===== config.mk =====
export PLATFORM = sky130hd
export DESIGN_NAME = ws2812_unipolar_rz_decoder
export DESIGN_NICKNAME = d
export VERILOG_FILES = /design/src/rtl/ws2812_unipolar_rz_decoder.sv
export SDC_FILE = /design/constraint.sdc
export NUM_CORES = 1
export LEC_CHECK = 0
export BUFFER_PORTS_ARGS = -buffer_cell sky130_fd_sc_hd__buf_2
export CORE_MARGIN = 10
export CORE_UTILIZATION = 58
export CTS_CLUSTER_SIZE = 12
export DETAILED_ROUTE_END_ITERATION = 6
export HOLD_SLACK_MARGIN = 0.02
export MAX_ROUTING_LAYER = met4
export PLACE_DENSITY_LB_ADDON = 0.08
export SLEW_MARGIN = 20
export SYNTH_ARGS = -nofsm -noshare
export SYNTH_HDL_FRONTEND = slang
export SYNTH_SLANG_ARGS = --single-unit
export TNS_END_PERCENT = 1

===== constraint.sdc =====
create_clock -name clk -period 3.3 [get_ports clk]
set_input_delay 0.495 -clock clk [delete_from_list [all_inputs] [get_ports clk]]
set_output_delay 0.495 -clock clk [all_outputs]
set_load 0.01 [all_outputs]

===== src/rtl/ws2812_unipolar_rz_decoder.sv =====
// Purpose: decode a unipolar RZ (WS2812-style) line into MSB-first bytes, flag latch intervals and timing faults.
// Latency: a pin transition reaches the registered outputs 3 clk edges after it is first sampled.
// Backpressure: none; the line cannot be stalled, so every output is a free-running one-cycle pulse.
//
// Ports:
//   clk            system clock, rising edge
//   rst            synchronous active-high reset
//   din            asynchronous serial line (2-flop synchronised internally)
//   data_byte      last completed byte, held until the next one completes
//   byte_valid     one-cycle pulse when data_byte updates
//   reset_detected one-cycle pulse when a long-low latch interval is recognised
//   frame_error    one-cycle pulse on a timing violation or a discarded partial byte
//   synced         high while locked to the bit stream (not hunting for a latch interval)
module ws2812_unipolar_rz_decoder #(
    parameter int CLK_FREQ_KHZ   = 10000,
    parameter int T_HI_MIN_NS    = 100,
    parameter int T_HI_THRESH_NS = 500,
    parameter int T_HI_MAX_NS    = 1000,
    parameter int T_RESET_NS     = 50000
) (
    input  logic       clk,
    input  logic       rst,
    input  logic       din,
    output logic [7:0] data_byte,
    output logic       byte_valid,
    output logic       reset_detected,
    output logic       frame_error,
    output logic       synced
);

    localparam int CLK_PERIOD_NS = 1000000 / CLK_FREQ_KHZ;
    localparam int MIN_TICKS     = T_HI_MIN_NS / CLK_PERIOD_NS;
    localparam int THRESH_TICKS  = T_HI_THRESH_NS / CLK_PERIOD_NS;
    localparam int MAX_TICKS     = T_HI_MAX_NS / CLK_PERIOD_NS;
    localparam int RESET_TICKS   = T_RESET_NS / CLK_PERIOD_NS;
    localparam int CW            = $clog2(RESET_TICKS + 1);

    localparam logic [CW-1:0] MIN_C    = CW'(MIN_TICKS);
    localparam logic [CW-1:0] THRESH_C = CW'(THRESH_TICKS);
    localparam logic [CW-1:0] MAX_C    = CW'(MAX_TICKS);
    localparam logic [CW-1:0] RESET_C  = CW'(RESET_TICKS);
    localparam logic [CW-1:0] ONE_C    = CW'(1);

    typedef enum logic [1:0] {
        ST_SYNC,
        ST_LOW,
        ST_HIGH
    } state_t;

    logic          sync_q1;
    logic          din_s;
    state_t        state, state_n;
    logic [CW-1:0] cnt, cnt_n, cnt_inc;
    logic [2:0]    bit_cnt, bit_cnt_n;
    logic [7:0]    shreg, shreg_n;
    logic [7:0]    data_byte_n;
    logic          byte_valid_n, reset_detected_n, frame_error_n;

    // Two-flop synchroniser for the asynchronous line.
    always_ff @(posedge clk) begin
        if (rst) begin
            sync_q1 <= 1'b0;
            din_s   <= 1'b0;
        end else begin
            sync_q1 <= din;
            din_s   <= sync_q1;
        end
    end

    // cnt never reaches RESET_C+1 here: SYNC leaves at RESET_C, LOW saturates,
    // and HIGH aborts long before RESET_C.
    assign cnt_inc = cnt + ONE_C;

    always_comb begin
        state_n          = state;
        cnt_n            = cnt;
        bit_cnt_n        = bit_cnt;
        shreg_n          = shreg;
        data_byte_n      = data_byte;
        byte_valid_n     = 1'b0;
        reset_detected_n = 1'b0;
        frame_error_n    = 1'b0;

        case (state)
            ST_SYNC: begin
                if (din_s) begin
                    cnt_n = '0;
                end else if (cnt_inc == RESET_C) begin
                    reset_detected_n = 1'b1;
                    state_n          = ST_LOW;
                    cnt_n            = RESET_C;
                    bit_cnt_n        = 3'd0;
                end else begin
                    cnt_n = cnt_inc;
                end
            end

            ST_LOW: begin
                if (din_s) begin
                    state_n = ST_HIGH;
                    cnt_n   = ONE_C;
                end else if (cnt != RESET_C) begin
                    cnt_n = cnt_inc;
                    if (cnt_inc == RESET_C) begin
                        reset_detected_n = 1'b1;
                        // A latch arriving mid-byte discards the partial byte.
                        if (bit_cnt != 3'd0) begin
                            frame_error_n = 1'b1;
                            bit_cnt_n     = 3'd0;
                        end
                    end
                end
            end

            ST_HIGH: begin
                if (din_s) begin
                    if (cnt >= MAX_C) begin
                        // Stuck high: drop lock and wait for a fresh latch.
                        frame_error_n = 1'b1;
                        bit_cnt_n     = 3'd0;
                        state_n       = ST_SYNC;
                        cnt_n         = '0;
                    end else begin
                        cnt_n = cnt_inc;
                    end
                end else if (cnt < MIN_C) begin
                    // Glitch; this cycle is already the first low sample.
                    frame_error_n = 1'b1;
                    bit_cnt_n     = 3'd0;
                    state_n       = ST_SYNC;
                    cnt_n         = ONE_C;
                end else begin
                    shreg_n   = {shreg[6:0], (cnt >= THRESH_C)};
                    bit_cnt_n = bit_cnt + 3'd1;
                    if (bit_cnt == 3'd7) begin
                        data_byte_n  = shreg_n;
                        byte_valid_n = 1'b1;
                    end
                    state_n = ST_LOW;
                    cnt_n   = ONE_C;
                end
            end

            default: begin
                state_n = ST_SYNC;
                cnt_n   = '0;
            end
        endcase
    end

    always_ff @(posedge clk) begin
        if (rst) begin
            state          <= ST_SYNC;
            cnt            <= '0;
            bit_cnt        <= 3'd0;
            shreg          <= 8'd0;
            data_byte      <= 8'd0;
            byte_valid     <= 1'b0;
            reset_detected <= 1'b0;
            frame_error    <= 1'b0;
            synced         <= 1'b0;
        end else begin
            state          <= state_n;
            cnt            <= cnt_n;
            bit_cnt        <= bit_cnt_n;
            shreg          <= shreg_n;
            data_byte      <= data_byte_n;
            byte_valid     <= byte_valid_n;
            reset_detected <= reset_detected_n;
            frame_error    <= frame_error_n;
            synced         <= (state_n != ST_SYNC);
        end
    end

endmodule


==> results.cfg, run 1 <==
[run_status]
status = finished clean

[cts]
cts.path.max_buffers = 2
cts_setup_buffers = 0
cts_resized = 0
postCtsHoldBufs = 0
clk_latency_ns = 0.33
clkTransAtPathRegs_ns = 0.09
clkSinkCount = 35
cts_inserted_buffers = 5
h-tree-depth = 2
clock-root-buffer = clkbuf_4
cts_tree = yes

[sta]
setup_viol = 0
period_share_pct = 78.9
worstMarginPinSlew_ns = 0.702
timing.fmax_mhz = 384
rsz0062_at_grt = no
whs_ns = 0.387
max_slew_margin_pct = 52.5
fin_tns_setup_ns = 0
clock_skew_ns = 0.00396
final_hold_viol_count = 0
slew_viol_final = 0
fin_crit_ns = 2.60

[yosys]
yosysSeqAreaShare_pct = 39.5
netlist_top_cells_area = dfxtp_1 40%, ha_1 7.8%, a21oi_1 7.3%, nand2_1 6.4%, nor2_1 3.6%
syn-num-nets = 228
yosysTopAreaCell = dfxtp_1
synth_edf_count = 0
ys_types = 44
synth_cells = 214
synth_top_family_by_area = simple AND/OR/NAND/NOR gates
ys_ff_latch = 35
yosys.area_share.simple_pct = 27.5
synth_flop_cell = dfxtp_1
ys_warn_count = 0
synth.most_common_cell = dfxtp_1
async_reset_ff_share_pct = 0
synth_top_area_share_pct = 39.5
synth_compound_area_share_pct = 16.0
synth-adder-area-share_pct = 7.77
synth_common_cells = 35 x dfxtp_1, 30 x nand2_1, 26 x a21oi_1, 17 x nor2_1
synthMuxAreaShare_pct = 1.77
synth-xor-area-share_pct = 2.97
synth_area_um2 = 1770
syn_area_per_cell_um2 = 8.28

[pwr]
p_comb_share_pct = 5.2
p_int_uw = 516
irDropWorstVdd_v = 0.000260
p_seq_share_pct = 64.6
finalPower_uw = 673
p_per_area_nw_per_um2 = 356
switching_share_pct = 23.4
netSwitchingPower_uw = 157
leakagePower_nw = 0.752
clock_power_share_pct = 30.1

[grt]
overflow = 0
antenna_found_initial = 0
grt_usage_pct = 15.3
grt_pass1_wl_um = 6480
grt_pass1_vias = 1425
grt_max_degree = 34

[worst_setup_path]
cp_data_required_time_ns = 3.53
arrival_ns = 2.83
crit_path_end_kind = flip-flop
critPathLaunchType = flip-flop
rr_worst_depth = 7
critical_path_class = flip-flop to flip-flop
path_max_fanout = 10

[route]
drt_first_pass_iters = 4
wl_per_cell_um = 14.7
routed_wl_um = 3760
drtAntennaViolNets = 0
drtIter0Drc = 105
drc = 0
via_count = 1501
routed_via_density = 5.89

[die]
die_h_um = 75.3
start_util_pct = 62.6
fp.dieW_um = 75.3
die_area_um2 = 5670
fp-row-count = 19
core_area_um2 = 2830
ios = 15

[hold_path]
hp-class = primary input to flip-flop
holdPathStages = 2

[final_layout]
diodes = 0
nFillCells = 265
syn2layout_area_growth_pct = 6.57
drive_gt1_share_pct = 12.5
nets = 239
fin_cells = 255

[run]
drv_cap = 0

[placed_design]
dp.final_hpwl_um = 2720
gp_congestion = 0.926
io_buffers = 14
dp.cells = 249
per-layer routing:
metal | track usage, % | part of all wire [%] | up-vias
met5 | - | 0 | -
met4 | 5.15 | 1.3 | 0
met3 | 4.86 | 5.2 | 6
met2 | 23.6 | 47 | 35
met1 | 18.4 | 47 | 689
li1 | - | - | 771
cells in the final DEF, fill, tap and decap left out, drive strengths merged, types with 2 or more instances in the layout:
master | Yosys | final
a211oi | 2 | 2
a21oi | 26 | 26
a311oi | 2 | 2
a31oi | 3 | 3
and3 | 2 | 2
buf | 1 | 15
clkbuf | 10 | 6
dfxtp | 35 | 35
ha | 11 | 11
inv | 10 | 10
mux2i | 2 | 2
nand2 | 30 | 30
nand2b | 4 | 4
nand3 | 11 | 11
nand3b | 2 | 2
nand4 | 3 | 3
nor2 | 17 | 17
nor2b | 4 | 4
nor3 | 4 | 4
nor3b | 2 | 2
nor4 | 5 | 5
nor4b | 2 | 2
o21ai | 3 | 3
o31a | 2 | 2
xnor2 | 2 | 2
xor2 | 4 | 4
path summary, 6_finish.rpt:
kind | to | start | slack (ns)
max | bit_cnt[0] | cnt[0] | 0.70
min | sync_q1 | din | 0.39
max reg2reg | bit_cnt[0] | cnt[0] | 0.70
min reg2reg | data_byte[7] | data_byte[7] | 0.45
kinds of logic after synthesis:
family / count (synthesis)
buffers and inverters: 21
XOR/XNOR: 6
AND/OR/NAND/NOR: 92
AO/OA/AOI/OAI: 46
multiplexers: 3
flip-flops: 35
adder cells (fa/ha/maj): 11
cell type report:
cell class	count	area [um2]	share of cell area, %
Multi-Input combinational cell	158	992	52.6
Sequential cell	35	701	37.1
Timing Repair Buffer	15	77.6	4.11
Clock buffer	6	41.3	2.19
Tap cell	31	38.8	2.05
Inverter	10	37.5	1.99
critical path, stage by stage, from the launching register on:
cell and delay [ns]:
dfxtp_1 0.51, inv_1 0.13, ha_1 0.21, o31a_1 0.27, nor4b_1 0.64, o21ai_0 0.20, nand2_1 0.19, mux2_2 0.35
power groups by stage:
stage | registers, mW | logic (mW) | clock network (mW)
finish | 0.435 | 0.0353 | 0.203
CTS | 0.435 | 0.0353 | 0.211
floorplan | 0.439 | 0.0312 | 0
global placement | 0.444 | 0.0338 | 0
global route | 0.437 | 0.0397 | 0.227
detailed placement | 0.445 | 0.0352 | 0
state kept, by name, summed over array words and instances, names as in the netlist:
name / count
din_s: 1
sync_q1: 1
state: 2
shreg: 7
synced: 1
frame_error: 1
cnt: 9
bit_cnt: 3
reset_detected: 1
byte_valid: 1
data_byte: 8
through the flow:
step	cell area, um2	setup slack [ns]	util, %
2_1_floorplan	1770	0.982	-
3_3_place_gp	1850	0.886	65.3
3_5_place_dp	1850	0.748	65.3
4_1_cts	1890	0.719	66.7
5_1_grt	1890	0.478	66.7
6_report	1890	0.698	66.7
(Power assumes the default switching activity.)
==> inputs of run 2 (changes only) <==
--- a/config.mk
+++ b/config.mk
@@ -5,9 +5,10 @@
 export SDC_FILE = /design/constraint.sdc
 export NUM_CORES = 1
 export LEC_CHECK = 0
+export ABC_AREA = 1
 export BUFFER_PORTS_ARGS = -buffer_cell sky130_fd_sc_hd__buf_2
 export CORE_MARGIN = 10
-export CORE_UTILIZATION = 58
+export CORE_UTILIZATION = 53
 export CTS_CLUSTER_SIZE = 12
 export DETAILED_ROUTE_END_ITERATION = 6
 export HOLD_SLACK_MARGIN = 0.02
==> constraint.sdc (replaced) <==
create_clock -name clk -period 2.25 [get_ports clk]
set_input_delay 0.3375 -clock clk [delete_from_list [all_inputs] [get_ports clk]]
set_output_delay 0.3375 -clock clk [all_outputs]
set_load 0.01 [all_outputs]
==> results.cfg, run 2 <==
[yosys]
synth_area_um2 = 1910
synth_compound_area_share_pct = 12.0
yosys.area_share.simple_pct = 33.9
synthMuxAreaShare_pct = 0
syn-num-nets = 290
synth_edf_count = 0
synth_top_area_share_pct = 36.7
syn_area_per_cell_um2 = 6.92
synth_common_cells = 62 x nand2_1, 35 x dfxtp_1, 34 x nor2_1, 33 x inv_1, 24 x nand3_1
synth_cells = 276
ys_ff_latch = 35
synth.most_common_cell = nand2_1
ys_types = 30
ys_warn_count = 0
async_reset_ff_share_pct = 0
yosysTopAreaCell = dfxtp_1
synth_top_family_by_area = simple AND/OR/NAND/NOR gates
netlist_top_cells_area = dfxtp_1 37%, nand2_1 12%, ha_1 7.2%, nor2_1 6.7%, inv_1 6.5%
synth-adder-area-share_pct = 7.20
synth_flop_cell = dfxtp_1
synth-xor-area-share_pct = 0.917
yosysSeqAreaShare_pct = 36.7

[final_layout]
final_cell_mix = 62 x nand2_1, 35 x dfxtp_1, 34 x nor2_1, 33 x inv_1, 24 x nand3_1
syn2layout_area_growth_pct = 9.95
final_core_util_pct = 61.5
top_regs = cnt (9), data_byte (8), shreg (7)
nets = 306
largest_reg_flops = 9
largest_register = cnt
diodes = 0
drive_gt1_share_pct = 16.0
layout_commonest_cell = nand2_1
fin_area_um2 = 2100

[die]
fp-row-count = 21
fp.dieW_um = 80.0
ios = 15
core_area_um2 = 3420
start_util_pct = 55.9
die_h_um = 80.0
die_area_um2 = 6410

[grt]
overflow = 0
grt_max_degree = 19
antenna_found_initial = 0
grt_usage_pct = 13.9
grt_pass1_vias = 1611
grt_pass1_wl_um = 7120

[route]
via_count = 1702
drc = 0
routed_wl_um = 4000
drtAntennaViolNets = 0
drt_first_pass_iters = 4
routed_via_density = 5.02
drtIter0Drc = 144
wl_per_cell_um = 11.8

[pwr]
irDropWorstVdd_v = 0.000323
p_per_area_nw_per_um2 = 550
leakagePower_nw = 1.02

[sta]
fin_crit_ns = 1.98
whs_ns = 0.174
setup_slack_ns = 0.273
setup_viol = 0
fin_tns_setup_ns = 0
worstMarginPinSlew_ns = 0.489
period_share_pct = 87.9
max_slew_margin_pct = 67.4
slew_viol_final = 0
clock_skew_ns = 0.0109
rsz0062_at_grt = no
final_hold_viol_count = 0
timing.fmax_mhz = 506

[worst_setup_path]
critPathLaunchType = flip-flop
cp_data_required_time_ns = 2.53
crit_path_end_kind = flip-flop
arrival_ns = 2.26
path_max_fanout = 9
critical_path_class = flip-flop to flip-flop

[cts]
cts_inserted_buffers = 5
cts_resized = 0
h-tree-depth = 2
clock-root-buffer = clkbuf_4
clkTransAtPathRegs_ns = 0.12
cts.path.max_buffers = 2
cts_setup_buffers = 0
clk_latency_ns = 0.35
postCtsHoldBufs = 0
cts_tree = yes
clkSinkCount = 35

[placed_design]
pre_cts_ws_ns = 0.361
io_buffers = 14
dp.final_hpwl_um = 2990
place_area_um2 = 2020
gp_congestion = 0.894

[run]
drv_cap = 0

[hold_path]
hp-class = primary input to flip-flop

[run_status]
status = finished clean
## run 2: cell types whose count changed after synthesis, sizes merged, moves of 5 or more
cell	change
nand2	+35
o21ai	+14
nor2	+26
nor4	-5
clkbuf	-8
a21oi	-5
nand3	+15
inv	+28
## run 2: logic make-up (layout without fill, tap and decap cells)
| kind of cell | count (synthesis) | count (layout) |
|---|---|---|
| AOI/OAI and AO/OA | 41 | 41 |
| xor gates and xnor gates | 2 | 2 |
| adders and majority gates | 11 | 11 |
| buffers and inverters | 45 | 62 |
| DFF | 35 | 35 |
| and+or+nand+nor | 142 | 142 |
## run 2: area by class of cell
class / instances / area [um2]
clock buffers: 5 / 37.5
clock inverters: 3 / 43.8
fillers: 353 / 1320
inverters: 38 / 143
multi-input cells: 196 / 1030
flip-flops and latches: 35 / 701
well taps: 46 / 57.6
repair buffers: 16 / 85.1
## run 2: layer usage
metal  wire length [um]  global-route usage, %
met1               2030                   17.3
met2               1680                   20.5
met3                217                   3.60
met4                 66                   6.51
met5                  0                      -
## run 2: worst paths after layout
kind         depth (start not counted)       to  slack, ns     from
min                                  3  sync_q1       0.17      din
min reg2reg                          2    din_s       0.41  sync_q1
max                                 13   cnt[1]       0.27   cnt[0]
max reg2reg                         13   cnt[1]       0.27   cnt[0]
## run 2: worst max-delay path: stages (launching register included)
cell and delay, ns:
dfxtp_1 0.55, ha_1 0.29, nand2_1 0.09, nor2_2 0.17
nand2_1 0.08, nand2_1 0.09, nand2_2 0.08, nand2_2 0.09
nor2_4 0.04, nand2_4 0.09, nand2_1 0.06, nand2_1 0.10
nand3_1 0.08, a21oi_1 0.12
## run 2: power by group
part	switching [mW]	internal, mW
clock	0.230	0.234
sequential	0.0131	0.625
combinational	0.0351	0.0178
## run 2: through the flow
stage	total power, mW	std cells
6_report	1.15	339
5_1_grt	1.20	339
4_1_cts	1.17	339
3_5_place_dp	0.705	331
3_3_place_gp	0.704	331
2_1_floorplan	0.693	276
==> inputs of run 3 (changes only) <==
--- a/config.mk
+++ b/config.mk
@@ -14,6 +14,7 @@
 export HOLD_SLACK_MARGIN = 0.02
 export MAX_ROUTING_LAYER = met4
 export PLACE_DENSITY_LB_ADDON = 0.08
+export REMOVE_ABC_BUFFERS = 1
 export SLEW_MARGIN = 20
 export SYNTH_ARGS = -nofsm -noshare
 export SYNTH_HDL_FRONTEND = slang
==> results.cfg, run 3 (synthesis results as in run 2) <==
[final_layout]
fin_cells = 338
fin_area_um2 = 2070
largest_reg_flops = 9
final_cell_mix = 62 x nand2_1, 35 x dfxtp_1, 34 x nor2_1, 33 x inv_1, 24 x nand3_1
largest_register = cnt
nets = 305
top_regs = cnt (9), data_byte (8), shreg (7)
syn2layout_area_growth_pct = 8.32
layout_commonest_cell = nand2_1
diodes = 0
drive_gt1_share_pct = 15.8

[grt]
overflow = 0
grt_usage_pct = 14.3
grt_max_degree = 19
grt_pass1_vias = 1591
antenna_found_initial = 0
grt_pass1_wl_um = 7290

[placed_design]
gp_congestion = 0.896
io_buffers = 14
dp.cells = 330
place_area_um2 = 2010
dp.final_hpwl_um = 2980

[worst_setup_path]
cp_data_required_time_ns = 2.53
slowest_delay_ns = 0.52
path_cells = ha_1 > nand2_1 > nor2_2 > nand2_1 > nand2_1 > nand2_2 > nand2_2 > nor2_4 > nand2_4 > nand2_1 > nand2_1 > nand3_1 > a21oi_1
crit_path_end_kind = flip-flop
critical_path_class = flip-flop to flip-flop
critPathSlowestCell = dfxtp_1
path_max_fanout = 9
r2r_slack_ns = 0.31
reg2reg_from = cnt[0]
crit_buf_inv = 0
critPathLaunchType = flip-flop
rr_worst_depth = 13
cpMostUsedCell = nand2_1
arrival_ns = 2.22
path_delay_family = simple AND/OR/NAND/NOR gates
timing.rr.end = cnt[1]

[sta]
setup_viol = 0
final_hold_viol_count = 0
whs_ns = 0.199
fin_crit_ns = 1.94
rsz0062_at_grt = no
fin_tns_setup_ns = 0
timing.fmax_mhz = 516
slew_viol_final = 0
max_slew_margin_pct = 66.5
period_share_pct = 86.1
worstMarginPinSlew_ns = 0.502
clock_skew_ns = 0.0172

[cts]
cts_inserted_buffers = 5
postCtsHoldBufs = 0
clkSinkCount = 35
cts.path.max_buffers = 2
clk_latency_ns = 0.35
cts_setup_buffers = 0
clock-root-buffer = clkbuf_4
cts_resized = 0
cts_tree = yes
clkTransAtPathRegs_ns = 0.13
h-tree-depth = 2

[pwr]
p_seq_share_pct = 61.1
p_int_uw = 762
leakagePower_nw = 0.995
netSwitchingPower_uw = 282
p_per_area_nw_per_um2 = 505
p_comb_share_pct = 5.3
switching_share_pct = 27.0
clock_power_share_pct = 33.7
irDropWorstVdd_v = 0.000266

[route]
drt_first_pass_iters = 5
routed_wl_um = 3990
drtIter0Drc = 127
wl_per_cell_um = 11.8
drtAntennaViolNets = 0
route.met3.wl_um = 205
routed_via_density = 4.99
met1_length_um = 1980
top_layer_used = met4
wl_met2_um = 1730
drc = 0
via_count = 1685

[die]
die_area_um2 = 6410
fp.dieW_um = 80.0
ios = 15
die_h_um = 80.0
fp-row-count = 21
start_util_pct = 55.9
core_area_um2 = 3420

[hold_path]
worstHoldStart = din
hold_path_end = sync_q1
hp-class = primary input to flip-flop
holdPathStages = 3

[run]
drv_cap = 0

[run_status]
status = finished clean
==> run 3: cell count changes in the layout (fill, tap and decap cells not counted), sizes merged <==
| cell | previous run | this run |
|---|---|---|
| clkinv | 2 | 1 |
| bufinv | 1 | 0 |
| clkinvlp | 0 | 2 |
| buf | 16 | 15 |
==> run 3: layer usage <==
layer | vias up | global-route usage (%)
li1 | 904 | -
met1 | 739 | 17.8
met2 | 35 | 21.9
met3 | 7 | 3.72
met4 | 0 | 4.93
met5 | - | -
==> run 3: worst reg2reg max path, delay by kind of cell, from the launching register on <==
kind / cells / cell delay, ns
AO/OA/AOI/OAI: 1 / 0.13
AND/OR/NAND/NOR: 11 / 0.93
adder cells (fa/ha/maj): 1 / 0.28
flip-flops: 1 / 0.52
==> run 3: cell type report <==
type                       instances  area (um2)
timing repair buffer              15        77.6
inverter                          38         143
clock inverter                     3        20.0
multi-input combinational        196        1030
clock buffer                       5        37.5
fill                             340        1350
sequential                        35         701
tap                               46        57.6
==> run 3: worst max-delay path by stage <==
stage | startpoint | endpoint | slack, ns | cells after the start
5_1_grt | cnt[1] | bit_cnt[1] | 0.12 | 12
6_report | cnt[0] | cnt[1] | 0.31 | 13
2_1_floorplan | cnt[0] | bit_cnt[0] | 0.57 | 12
4_1_cts | cnt[0] | cnt[1] | 0.35 | 13
3_3_place_gp | cnt[1] | bit_cnt[1] | 0.37 | 12
3_5_place_dp | cnt[0] | bit_cnt[0] | 0.37 | 12
==> run 3: power by group through the flow <==
stage,Combinational (mW),Clock (mW),Sequential [mW]
2_1_floorplan,0.0383,0,0.649
3_3_place_gp,0.0552,0,0.652
3_5_place_dp,0.0546,0,0.652
4_1_cts,0.0551,0.361,0.638
5_1_grt,0.0671,0.386,0.640
6_report,0.0549,0.352,0.638
==> run 3: through the flow <==
stage / worst slack (ns) / total power [mW] / utilization (%)
6_report: 0.313 / 1.04 / 60.6
5_1_grt: 0.117 / 1.09 / 60.6
2_1_floorplan: 0.570 / 0.687 / -
3_3_place_gp: 0.369 / 0.707 / 58.9
3_5_place_dp: 0.369 / 0.706 / 58.9
4_1_cts: 0.347 / 1.05 / 60.6
